[config.mk]
export PLATFORM = sky130hd
export DESIGN_NAME = nexys_7seg_mux
export DESIGN_NICKNAME = d
export VERILOG_FILES = /design/src/rtl/seg7_pkg.sv /design/src/rtl/seg7_tick_gen.sv /design/src/rtl/nexys_7seg_mux.sv
export SDC_FILE = /design/constraint.sdc
export NUM_CORES = 1
export LEC_CHECK = 0
export BUFFER_PORTS_ARGS = -buffer_cell sky130_fd_sc_hd__buf_2
export CAP_MARGIN = 5
export CELL_PAD_IN_SITES_DETAIL_PLACEMENT = 1
export CELL_PAD_IN_SITES_GLOBAL_PLACEMENT = 2
export CORE_MARGIN = 2
export CORE_UTILIZATION = 33
export DETAILED_ROUTE_END_ITERATION = 6
export PLACE_DENSITY_LB_ADDON = 0.2
export SYNTH_ARGS = -nofsm -noshare
export SYNTH_HDL_FRONTEND = slang
export SYNTH_SLANG_ARGS = --single-unit
[constraint.sdc]
create_clock -name clk -period 6.2 [get_ports clk]
set_clock_uncertainty 0.2 [all_clocks]
set_input_delay 1.24 -clock clk [delete_from_list [all_inputs] [get_ports clk]]
set_output_delay 1.24 -clock clk [all_outputs]
set_load 0.01 [all_outputs]
[src/rtl/seg7_pkg.sv]
// Shared types, glyph table and pin-polarity helper for the 7-segment scanner.
package seg7_pkg;

  typedef logic [6:0] seg_t;  // {g,f,e,d,c,b,a}, active-high

  localparam seg_t SEG_BLANK = 7'h00;

  localparam seg_t HEX_TO_SEG [16] = '{
    7'h3F, 7'h06, 7'h5B, 7'h4F,   // 0 1 2 3
    7'h66, 7'h6D, 7'h7D, 7'h07,   // 4 5 6 7
    7'h7F, 7'h6F, 7'h77, 7'h7C,   // 8 9 A b
    7'h39, 7'h5E, 7'h79, 7'h71    // C d E F
  };

  // Maps an active-high pattern to the pin level; callers truncate to their width.
  function automatic logic [15:0] drive_level(input logic [15:0] active_high,
                                              input bit          active_low);
    return active_low ? ~active_high : active_high;
  endfunction

endpackage

[src/rtl/seg7_tick_gen.sv]
// Free-running modulo-MOD counter with a combinational pulse on its last count.
module seg7_tick_gen #(
  parameter int unsigned MOD = 50000,
  parameter int unsigned W   = 16
) (
  input  logic         clk,
  input  logic         rst,
  output logic [W-1:0] cnt,
  output logic         wrap
);

  always_comb begin
    wrap = (cnt == W'(MOD - 1));
  end

  always_ff @(posedge clk) begin
    if (rst) begin
      cnt <= '0;
    end else if (wrap) begin
      cnt <= '0;
    end else begin
      cnt <= cnt + 1'b1;
    end
  end

endmodule

[src/rtl/nexys_7seg_mux.sv]
// Time-multiplexed N-digit 7-segment driver with blanking, PWM brightness and polarity control.
// Optional blinking per digit is built when SEG7_BLINK_EN is defined.
module nexys_7seg_mux
  import seg7_pkg::*;
#(
  parameter int unsigned NUM_DIGITS         = 8,
  parameter int unsigned CLKS_PER_DIGIT     = 50000,
  parameter int unsigned BLANK_CLKS         = 500,
  parameter bit          ANODE_ACTIVE_LOW   = 1'b1,
  parameter bit          CATHODE_ACTIVE_LOW = 1'b1
`ifdef SEG7_BLINK_EN
  ,
  parameter int unsigned BLINK_FRAMES       = 64
`endif
) (
  input  logic                  clk,
  input  logic                  rst,
  input  seg_t                  seg_in [NUM_DIGITS],
  input  logic [NUM_DIGITS-1:0] hex_mode,
  input  logic [NUM_DIGITS-1:0] dp_in,
  input  logic [NUM_DIGITS-1:0] digit_en,
  input  logic [3:0]            brightness,
`ifdef SEG7_BLINK_EN
  input  logic [NUM_DIGITS-1:0] blink_mask,
`endif
  output logic [NUM_DIGITS-1:0] anodes,
  output logic [6:0]            cathodes,
  output logic                  dp
);

  localparam int unsigned CNT_W = (CLKS_PER_DIGIT > 1) ? $clog2(CLKS_PER_DIGIT) : 1;
  localparam int unsigned IDX_W = $clog2(NUM_DIGITS);
  localparam int unsigned SPAN  = CLKS_PER_DIGIT - BLANK_CLKS;

  typedef logic [CNT_W:0] len_t;

  localparam len_t                  BLANK_LEN = len_t'(BLANK_CLKS);
  localparam logic [IDX_W-1:0]      LAST_IDX  = IDX_W'(NUM_DIGITS - 1);
  localparam logic [NUM_DIGITS-1:0] ANODE_OFF = NUM_DIGITS'(drive_level(16'h0000, ANODE_ACTIVE_LOW));
  localparam logic [6:0]            CATH_OFF  = 7'(drive_level(16'h0000, CATHODE_ACTIVE_LOW));
  localparam logic                  DP_OFF    = 1'(drive_level(16'h0000, CATHODE_ACTIVE_LOW));

  if (BLANK_CLKS >= CLKS_PER_DIGIT) begin : g_bad_blank
    $error("nexys_7seg_mux: BLANK_CLKS must be less than CLKS_PER_DIGIT");
  end
  if (NUM_DIGITS < 2) begin : g_bad_digits
    $error("nexys_7seg_mux: NUM_DIGITS must be at least 2");
  end

  function automatic len_t on_len_for(input logic [3:0] b);
    if (b == 4'hF) begin
      return len_t'(SPAN);
    end
    return len_t'((SPAN * 32'(b)) >> 4);
  endfunction

  logic [CNT_W-1:0] cnt;
  logic             wrap;
  logic [IDX_W-1:0] idx;

  seg7_tick_gen #(
    .MOD (CLKS_PER_DIGIT),
    .W   (CNT_W)
  ) u_tick (
    .clk  (clk),
    .rst  (rst),
    .cnt  (cnt),
    .wrap (wrap)
  );

  always_ff @(posedge clk) begin
    if (rst) begin
      idx <= '0;
    end else if (wrap) begin
      idx <= (idx == LAST_IDX) ? '0 : idx + 1'b1;
    end
  end

  logic blink_dark;

`ifdef SEG7_BLINK_EN
  localparam int unsigned FR_W = (BLINK_FRAMES > 1) ? $clog2(BLINK_FRAMES) : 1;

  logic [FR_W-1:0] frame_cnt;
  logic            blink_on;

  always_ff @(posedge clk) begin
    if (rst) begin
      frame_cnt <= '0;
      blink_on  <= 1'b1;
    end else if (wrap && (idx == LAST_IDX)) begin
      if (frame_cnt == FR_W'(BLINK_FRAMES - 1)) begin
        frame_cnt <= '0;
        blink_on  <= ~blink_on;
      end else begin
        frame_cnt <= frame_cnt + 1'b1;
      end
    end
  end

  always_comb begin
    blink_dark = blink_mask[idx] && !blink_on;
  end
`else
  always_comb begin
    blink_dark = 1'b0;
  end
`endif

  seg_t slot_seg;
  logic slot_dp;
  logic slot_en;
  len_t slot_len;

  seg_t cur_seg;
  logic cur_dp;
  logic cur_en;
  len_t cur_len;
  len_t cnt_ext;
  logic lit;
  logic [NUM_DIGITS-1:0] anode_hi;

  // On the slot's first cycle the slot registers are still being loaded, so
  // the live inputs are used directly; this keeps BLANK_CLKS == 0 correct.
  always_comb begin
    cur_seg = slot_seg;
    cur_dp  = slot_dp;
    cur_en  = slot_en;
    cur_len = slot_len;
    if (cnt == '0) begin
      cur_seg = hex_mode[idx] ? HEX_TO_SEG[seg_in[idx][3:0]] : seg_in[idx];
      cur_dp  = dp_in[idx];
      cur_en  = digit_en[idx] && !blink_dark;
      cur_len = on_len_for(brightness);
    end
    cnt_ext  = {1'b0, cnt};
    lit      = cur_en && (cnt_ext >= BLANK_LEN) && (cnt_ext < BLANK_LEN + cur_len);
    anode_hi = '0;
    if (lit) begin
      anode_hi[idx] = 1'b1;
    end
  end

  always_ff @(posedge clk) begin
    if (rst) begin
      slot_seg <= SEG_BLANK;
      slot_dp  <= 1'b0;
      slot_en  <= 1'b0;
      slot_len <= '0;
    end else if (cnt == '0) begin
      slot_seg <= cur_seg;
      slot_dp  <= cur_dp;
      slot_en  <= cur_en;
      slot_len <= cur_len;
    end
  end

  always_ff @(posedge clk) begin
    if (rst) begin
      anodes   <= ANODE_OFF;
      cathodes <= CATH_OFF;
      dp       <= DP_OFF;
    end else begin
      anodes   <= NUM_DIGITS'(drive_level(16'(anode_hi), ANODE_ACTIVE_LOW));
      cathodes <= 7'(drive_level(16'(lit ? cur_seg : SEG_BLANK), CATHODE_ACTIVE_LOW));
      dp       <= 1'(drive_level(16'(lit && cur_dp), CATHODE_ACTIVE_LOW));
    end
  end

endmodule
After elaboration in Yosys (flattened, before gate mapping):

Memories as Yosys holds them, arrays and structs flattened.
Index checks and enable logic that the tools add are counted.

* add/subtract/negate cells: 3
* $mul: 1
* order comparisons: 6
* equality and inequality tests: 3
* muxes and demuxes: 25
* bitwise operators: 5
* reductions and logical operators: 6

Operators with widths (count)
* $mux W17: 3
* $mux W7: 7
* $bmux W7 S3: 1
* $mul A14 B4 Y18 const A: 1
* $add A9 B17 Y17 const A: 1
* $lt A16 B17 Y1: 1
* $add A16 B1 Y16 const B: 1
* $eq A16 B16 Y1 const B: 1
* $ge A16 B9 Y1 const B: 1
* $logic_not A16 Y1: 1
* $bmux W1 S3: 3
* $mux W1: 8
* $mux W8: 1
* $not A8 Y8: 1
* $not A7 Y7: 1
* $ge A5 B5 Y1 const B: 1
* $not A4 Y5: 1
* $eq A4 B4 Y1 const B: 1
* $ge A4 B4 Y1 const B: 1
* $logic_and A1 B1 Y1: 4
* $lt A3 B4 Y1 const B: 1
* $not A3 Y4: 1
* $add A3 B1 Y3 const B: 1
* $demux W1 S3: 1
* 5 further kinds: 5

* bits in registers: 61
* memory bits (read-only): 112
* output and inout bits: 16
* word-level logic and storage cells: 59
* memories kept: 1

Memory list
* (no name shown): words 16, bits a word 7, rd ports 1, clocked after Yosys merged registers in 0, wr ports 0, line nexys_7seg_mux.sv:131 `cur_seg = hex_mode[idx] ? HEX_TO_SEG[seg_in[idx][3:0]] : seg_in[idx];`

Logic depth before layout (Yosys ltp):

Gate-level depths: netlist of the first run.

* depth after elaboration: 12
* gate-level depth with buffers: 25
* gate-level depth less buffers: 24

Modules after synthesis:

A second synthesis of the first run with hierarchy kept.

* cells, all modules: 498
* area total of the unflattened synthesis: 4544.4 sq um

Modules (own cells, without submodules)
* nexys_7seg_mux: times used 1, cells each 417, area each 3833.7 sq um, seq. area each 900.9 sq um
* seg7_tick_gen: times used 1, cells each 81, area each 710.7 sq um, seq. area each 320.3 sq um

Least setup slack after synthesis of the first run:

No wires, ideal clock.

* path type: input to register
* start: input port brightness[1]
* end: register anodes[1]
* arrival: 5445 ps
* data required time: 5875 ps
* slack: 430 ps
* cell stages on the path: 23
* path buffers: 1
* cells stage by stage: fa_1 ha_1 ha_1 a211oi_1 o21bai_1 xor2_1 a21oi_1 ha_1 a21oi_1 nand3_2 o31ai_1 xnor2_1 a21boi_1 ha_1 a21oi_1 nor2b_1 o21ai_0 nand3_1 a211oi_1 a211oi_2 a21oi_4 buf_4 nand3_1

* longest elaborated chain between the ends: 10
* elaborated cells on any way between the ends: 11
* those cells by class: add/sub (1); mul (1); order compare (1); eq/ne (1); mux (5); bitwise (1); reduce/logical (1)

Ends and longest elaborated chain
* start, declared: line nexys_7seg_mux.sv:22 `input logic [3:0] brightness,`
* parallel branches: the longest is 3 deep, another holds $mul A14 B4 Y18
* $mux W17 *: line nexys_7seg_mux.sv:54 `return len_t'((SPAN * 32'(b)) >> 4);`
* $mux W17 *: line nexys_7seg_mux.sv:130 `if (cnt == '0) begin`
* net cur_len[3]: line nexys_7seg_mux.sv:118 `len_t cur_len;`
* $add A9 B17 Y17 *: line nexys_7seg_mux.sv:137 `lit = cur_en && (cnt_ext >= BLANK_LEN) && (cnt_ext < BLANK_LEN + cur_len);`
* $lt A16 B17 Y1 *: line nexys_7seg_mux.sv:137
* $logic_and A1 B1 Y1 *: line nexys_7seg_mux.sv:137
* $mux W8 *: line nexys_7seg_mux.sv:139 `if (lit) begin`
* $not A8 Y8 *: line seg7_pkg.sv:18 `return active_low ? ~active_high : active_high;`
* end signal, assigned: line nexys_7seg_mux.sv:164 `anodes <= NUM_DIGITS'(drive_level(16'(anode_hi), ANODE_ACTIVE_LOW));`
* end, declared: line nexys_7seg_mux.sv:26 `output logic [NUM_DIGITS-1:0] anodes,`

Mark *: on every way through the listed nets, which the timed path passes. The select of a mux whose other input is x is not followed.
A chain may end at the register's enable or synchronous reset.

Final worst setup path of the first run:

* start: input port brightness[1]
* end: register cathodes[3]

* longest elaborated chain between the ends: 10
* elaborated cells on any way between the ends: 11
* those cells by class: add/sub (1); mul (1); order compare (1); eq/ne (1); mux (5); bitwise (1); reduce/logical (1)

Ends and longest elaborated chain
* parallel branches: the longest is 3 deep, another holds $mul A14 B4 Y18
* $mux W17 *: line nexys_7seg_mux.sv:54
* $mux W17 *: line nexys_7seg_mux.sv:130
* $add A9 B17 Y17 *: line nexys_7seg_mux.sv:137
* $lt A16 B17 Y1 *: line nexys_7seg_mux.sv:137
* $logic_and A1 B1 Y1 *: line nexys_7seg_mux.sv:137
* $mux W7 *: line nexys_7seg_mux.sv:165 `cathodes <= 7'(drive_level(16'(lit ? cur_seg : SEG_BLANK), CATHODE_ACTIVE_LOW));`
* $not A7 Y7 *: line seg7_pkg.sv:18
* end signal, assigned: line nexys_7seg_mux.sv:165
* end, declared: line nexys_7seg_mux.sv:27 `output logic [6:0] cathodes,`

Every way passes the cells marked *. The select of a mux whose other input is x is not followed.

==> results of run 1 <==
==> power breakdown <==
group	switching [mW]	total [mW]	internal [mW]	leakage (nW)
clock network	0.191	0.516	0.325	0.153
registers	0.0160	0.431	0.415	0.498
logic	0.245	0.436	0.191	1.75
==> cell usage after synthesis (2+ instances only) <==
library cell / instances
and3_1: 9
nor4_2: 3
o22ai_1: 3
o31ai_1: 4
nor3_1: 12
nand2_1: 43
buf_2: 3
nor2b_1: 8
mux2_2: 7
or2_1: 2
dfxtp_1: 61
o211ai_1: 3
a311oi_1: 3
or4_4: 2
mux4_2: 20
mux2i_1: 8
a21oi_1: 31
o311ai_1: 3
xnor2_1: 21
a211oi_1: 8
buf_1: 2
ha_1: 47
nand2b_1: 6
clkbuf_1: 17
nand3_1: 24
nor2_1: 49
a21o_1: 3
a31oi_1: 7
nor4_1: 4
fa_1: 4
nor3_4: 2
or3_1: 3
nand4_1: 10
xor2_1: 13
a21boi_1: 3
o21ai_0: 14
inv_1: 14
==> layout make-up <==
cell class | count | area share (%)
Clock buffer | 10 | 4.20
Sequential cell | 61 | 21.5
Clock inverter | 6 | 1.23
Inverter | 14 | 0.924
Multi-Input combinational cell | 401 | 56.0
Tap cell | 176 | 3.87
Timing Repair Buffer | 125 | 12.3
==> state kept, by name (all words and copies together), names as in the netlist <==
| signal | flops |
|---|---|
| idx | 3 |
| u_tick.cnt | 16 |
| dp | 1 |
| slot_en | 1 |
| slot_len | 17 |
| anodes | 8 |
| slot_seg | 7 |
| cathodes | 7 |
| slot_dp | 1 |
==> metal layers <==
metal	up-vias	GRT usage [%]	wire, um
met5	-	0	0
met4	0	6.39	278
met3	18	3.95	587
met2	110	36.7	7300
met1	2114	23.4	6040
li1	2066	-	-
==> worst paths after layout <==
kind	start	to	slack, ns	cells past startpoint
worst min register to register	slot_seg[0]$_SDFFE_PP0N_	slot_seg[0]$_SDFFE_PP0N_	0.26	2
worst max-delay path	brightness[1]	cathodes[3]$_SDFF_PP1_	0.36	23
worst max register to register	u_tick.cnt[13]$_SDFF_PP0_	cathodes[3]$_SDFF_PP1_	1.42	20
worst min-delay path	slot_seg[0]$_SDFFE_PP0N_	slot_seg[0]$_SDFFE_PP0N_	0.26	2
==> worst min-delay path: cells and delay by family, from the launching register on <==
kind / cells / cell delay, ns
simple gates: 1 / 0.04
flops: 1 / 0.29
compound gates: 1 / 0.07
==> through the flow <==
step / TNS (ns) / worst slack (ns) / cell area [um2]
6_report: 0 / 0.363 / 5690
5_1_grt: 0 / 0.0173 / 5690
4_1_cts: 0 / 0.311 / 5670
3_5_place_dp: -0.465 / -0.0473 / 5360
3_3_place_gp: 0 / 0.0645 / 5360
2_1_floorplan: 0 / 0.430 / 4540
==> cell families (layout without fill, tap and decap cells) <==
family	after synthesis	count (layout)	synth area share [%]
AND/OR/NAND/NOR	184	184	20.7
AO/OA/AOI/OAI	96	96	14.2
flip-flops	61	61	26.9
adder cells (fa/ha/maj)	51	51	14.7
buffers and inverters	37	155	3.22
multiplexers	36	36	13.7
XOR/XNOR	34	34	6.56
==> reports/qor.txt, run 1 <==
Storage cell area -> 1220 um2
Post-Syn Area per Cell -> 9.10 um2
Placer Congestion -> 0.858
port buffer count -> 101
Setup violations, final -> 0
clock network latency to the later pin of the worst-skew pair -> 0.33 ns
post-DP HPWL -> 11500 um
First DRT Iteration DRCs -> 121
Die Ht -> 121 um
Synth Register Bits -> 61
Slew headroom -> 46.3%
Overall Power -> 1.38 mW
Final Hold Slack -> 0.265 ns
Crit Path Max Fanout -> 9
CP startpoint kind -> input port
Worst EP required -> 6.21 ns
fin crit share -> 94.2%
core area -> 13300 um2
worst-margin pin slew -> 0.803 ns
WS Path Type -> input port to flip-flop
# hold bufs at CTS -> 0
fin. max-slew vios -> 0
MaxCap Viol Count -> 0
Post-Layout Cell Count -> 793
DR DRC count -> 0
total global-route track usage -> 20.1%
pin count of the biggest net entering global routing -> 34
first-pass GRT wire length -> 23100 um
Multi-input gate area -> 3190 um2
Final Hold Viols -> 0
Worst-path clk slew -> 0.05 ns
# Post-CTS Setup Buffers -> 0
post-DR vias/cell -> 5.43
via count -> 4308
Starting Density -> 34.0%
clock sinks -> 61
H-tree depth -> 3
First-pass DRT Iterations -> 4
Final Net Count -> 749
commonest non-fill, non-tap cell in the layout -> buf_2
Period minus WS final -> 5.84 ns
maximum clock rate -> 171 MHz
cell taking the most area after synthesis -> dfxtp_1
die footprint -> 14700 um2
Distinct cells, synth -> 60
Worst Path Buf+Inv -> 4
dominant synthesized flop cell -> dfxtp_1
area share of the largest cell type after synthesis -> 26.9%
vias in the first global route -> 4634
critical path data arrival time -> 5.84 ns
crit-path max cell delay -> 0.45 ns
Hold Crit Class -> flip-flop to flip-flop
family with the most delay on the worst path -> compound AO/OA/AOI/OAI gates
CTS root buffer -> clkbuf_16
status -> finished clean
Syn Inst Count -> 499
commonest cells after routing, fill and taps aside -> buf_2 (101), dfxtp_1 (61), nor2_1 (49)
Layout fillers -> 1607
dpl cells -> 777
most used cell, CP -> buf_4
Die Wd -> 121 um
Peak VDD IR -> 0.000124 V
Num CTS Buffers -> 9
Area Growth Syn to Fin -> 25.3%
syn_nets -> 636
Lkg Pwr -> 2.40 nW
initial antenna violation count -> 0
CTS-repair resized insts -> 0
sequential area share after synthesis -> 26.9%
Final Core Density -> 42.6%
worst path cell trace -> buf_2, fa_1, fa_1, ha_1, buf_4, nor2_1, a211oi_2, buf_4, o211ai_1, a31oi_4, o31ai_2, xnor2_1, a21boi_1, ha_1, a21oi_1, nor2b_1, o21ai_0, nand3_1, a211oi_1, a211oi_2, a21oi_4, buf_4, nand2_1
setup repair after global routing missed its margin -> false
fraction of layout cells with a size suffix above 1 -> 30.1%
worst-case clock buffer depth -> 2
Synth warnings -> 0
CP Capture Type -> flip-flop
Post-synth EDFFs -> 0
number of routed nets with antenna violations -> 0
# diodes -> 0
Slowest cell on crit path -> fa_1
top post-synthesis cells by area -> dfxtp_1 (27%), ha_1 (13%), mux4_2 (9.9%)
Synth async-reset ratio -> 0%
CTS tree -> done
Netlist Area Pre-Place -> 4540 um2
boundary pin count -> 102
P per Cell Area -> 243 nW/um2
DR WL/cell -> 17.9 um
Post-Route WL -> 14200 um
grt ovf -> 0
FP Rows -> 42
(Power assumes the default switching activity.)
==> run 2: changes to the inputs <==
- BUFFER_PORTS_ARGS: -buffer_cell sky130_fd_sc_hd__buf_2 -> unset
- CORE_UTILIZATION: 33 -> 39
- DONT_BUFFER_PORTS: unset -> 1
==> run 2 against run 1 <==
Net effect: non-clock buffer count decreased by 114; critical path type unchanged; final cell count down 18%; flip-flop and latch count unchanged; highest routed layer unchanged; global-route usage rose by 1.3 points; final area fell by 11%; clock power rose by 7.4%; largest power group unchanged; sequential power barely moved; utilization grew 1.8 points; register-to-register slack got worse by 0.13 ns; worst hold slack hardly changed; via count shrank 11%; clock-buffer cell count up 1.
==> reports/qor.txt, run 2 (synthesized netlist as in run 1, its figures left out) <==
fraction of layout cells with a size suffix above 1 -> 13.7%
Largest register FFs -> 17
WS Path Type -> input port to flip-flop
commonest non-fill, non-tap cell in the layout -> dfxtp_1
pin count of the biggest net entering global routing -> 34
Area Growth Syn to Fin -> 11.3%
r2r setup slk -> 1.29 ns
crit-path max cell delay -> 0.46 ns
Num CTS Buffers -> 9
worst-margin pin slew -> 1.15 ns
Peak VDD IR -> 0.000117 V
DP Area -> 4720 um2
Lkg Pwr -> 1.97 nW
first-pass GRT wire length -> 20900 um
dpl cells -> 630
grt ovf -> 0
post-DP HPWL -> 10300 um
Crit Path Max Fanout -> 16
number of routed nets with antenna violations -> 0
DR WL/cell -> 20.3 um
port buffer count -> 0
Slew headroom -> 21.4%
FP Rows -> 39
Hold Crit Class -> flip-flop to flip-flop
H-tree depth -> 3
CTS root buffer -> clkbuf_16
CP startpoint kind -> input port
Slowest cell on crit path -> fa_1
fin area -> 5050 um2
MaxCap Viol Count -> 0
biggest regs -> slot_len (17), u_tick.cnt (16), anodes (8)
fin crit share -> 94.6%
clock network latency to the later pin of the worst-skew pair -> 0.34 ns
First DRT Iteration DRCs -> 126
family with the most delay on the worst path -> compound AO/OA/AOI/OAI gates
worst path cell trace -> fa_1, fa_1, ha_1, a211oi_1, o21bai_1, xor2_1, a21oi_1, ha_1, a21oi_1, nand3_2, o31ai_1, xnor2_1, a21boi_1, ha_1, a21oi_1, nor2b_1, o21ai_0, nand3_1, a211oi_2, a211oi_2, a21oi_4, buf_12, nand4_1
Post-Layout Cell Count -> 647
clock sinks -> 61
total global-route track usage -> 21.4%
status -> finished clean
via count -> 3834
die footprint -> 12500 um2
post-DR vias/cell -> 5.93
Final Hold Viols -> 0
Setup violations, final -> 0
First-pass DRT Iterations -> 4
Period minus WS final -> 5.87 ns
maximum clock rate -> 170 MHz
vias in the first global route -> 4030
Final Hold Slack -> 0.265 ns
Starting Density -> 39.9%
CTS tree -> done
worst-case clock buffer depth -> 2
CP Capture Type -> flip-flop
initial antenna violation count -> 1
Die Wd -> 112 um
# hold bufs at CTS -> 0
Placer Congestion -> 0.888
CTS-repair resized insts -> 0
DR DRC count -> 0
Worst EP required -> 6.16 ns
Worst Path Buf+Inv -> 1
Final Net Count -> 635
fin. max-slew vios -> 0
Die Ht -> 112 um
core area -> 11400 um2
# Post-CTS Setup Buffers -> 0
most flop-heavy register -> slot_len
commonest cells after routing, fill and taps aside -> dfxtp_1 (61), nor2_1 (49), ha_1 (47)
critical path data arrival time -> 5.83 ns
Post-Route WL -> 13100 um
boundary pin count -> 102
Worst-path clk slew -> 0.05 ns
P per Cell Area -> 271 nW/um2
-- run 2: cell types whose count changed in the layout (fill, tap and decap cells not counted), sizes merged --
cell,before,now
buf,125,11
bufinv,1,2
clkbuf,10,11
clkinv,3,2
diode,0,1
inv,16,15
-- run 2: worst min-delay path, cell delays in order, from the launching register on --
cell	delay (ns)
dfxtp_1	0.29
nand2_1	0.05
a21oi_1	0.07
-- run 2: path summary, 6_finish.rpt --
| path | startpoint | end | cells past startpoint |
|---|---|---|---|
| worst max-delay path | brightness[1] | anodes[3]$_SDFF_PP1_ | 23 |
| worst min-delay path | slot_seg[0]$_SDFFE_PP0N_ | slot_seg[0]$_SDFFE_PP0N_ | 2 |
| worst max register to register | u_tick.cnt[12]$_SDFF_PP0_ | anodes[3]$_SDFF_PP1_ | 21 |
| worst min register to register | slot_seg[0]$_SDFFE_PP0N_ | slot_seg[0]$_SDFFE_PP0N_ | 2 |
-- run 2: where the power goes --
group | total, mW | leakage, nW | internal, mW | switching, mW
registers | 0.431 | 0.498 | 0.415 | 0.0162
logic | 0.384 | 1.32 | 0.159 | 0.225
clock network | 0.554 | 0.160 | 0.364 | 0.190
-- run 2: final cells by class --
type | count | area [um2]
Timing Repair Buffer | 11 | 95.1
Sequential cell | 61 | 1220
Tap cell | 143 | 179
Multi-Input combinational cell | 401 | 3180
Clock inverter | 5 | 82.6
Inverter | 14 | 52.6
Antenna cell | 1 | 2.50
Clock buffer | 11 | 243
Fill cell | 1308 | 6320
-- run 2: per-stage QoR --
stage          power [mW]  utilization, %  worst slack [ns]  setup TNS, ns
6_report             1.37            44.4             0.333              0
5_1_grt              1.44            44.4          -0.00555       -0.00555
4_1_cts              1.38            44.4             0.275              0
3_5_place_dp        0.824            41.5           -0.0399        -0.0712
3_3_place_gp        0.811            41.5            0.0591              0
2_1_floorplan       0.710               -             0.430              0
-- run 2: layer usage --
layer / part of all wire, % / track usage, % / up-vias
li1: - / - / 1840
met1: 43 / 25.4 / 1850
met2: 50 / 38.1 / 117
met3: 3.9 / 3.48 / 27
met4: 2.9 / 9.05 / 0
met5: 0 / 0 / -
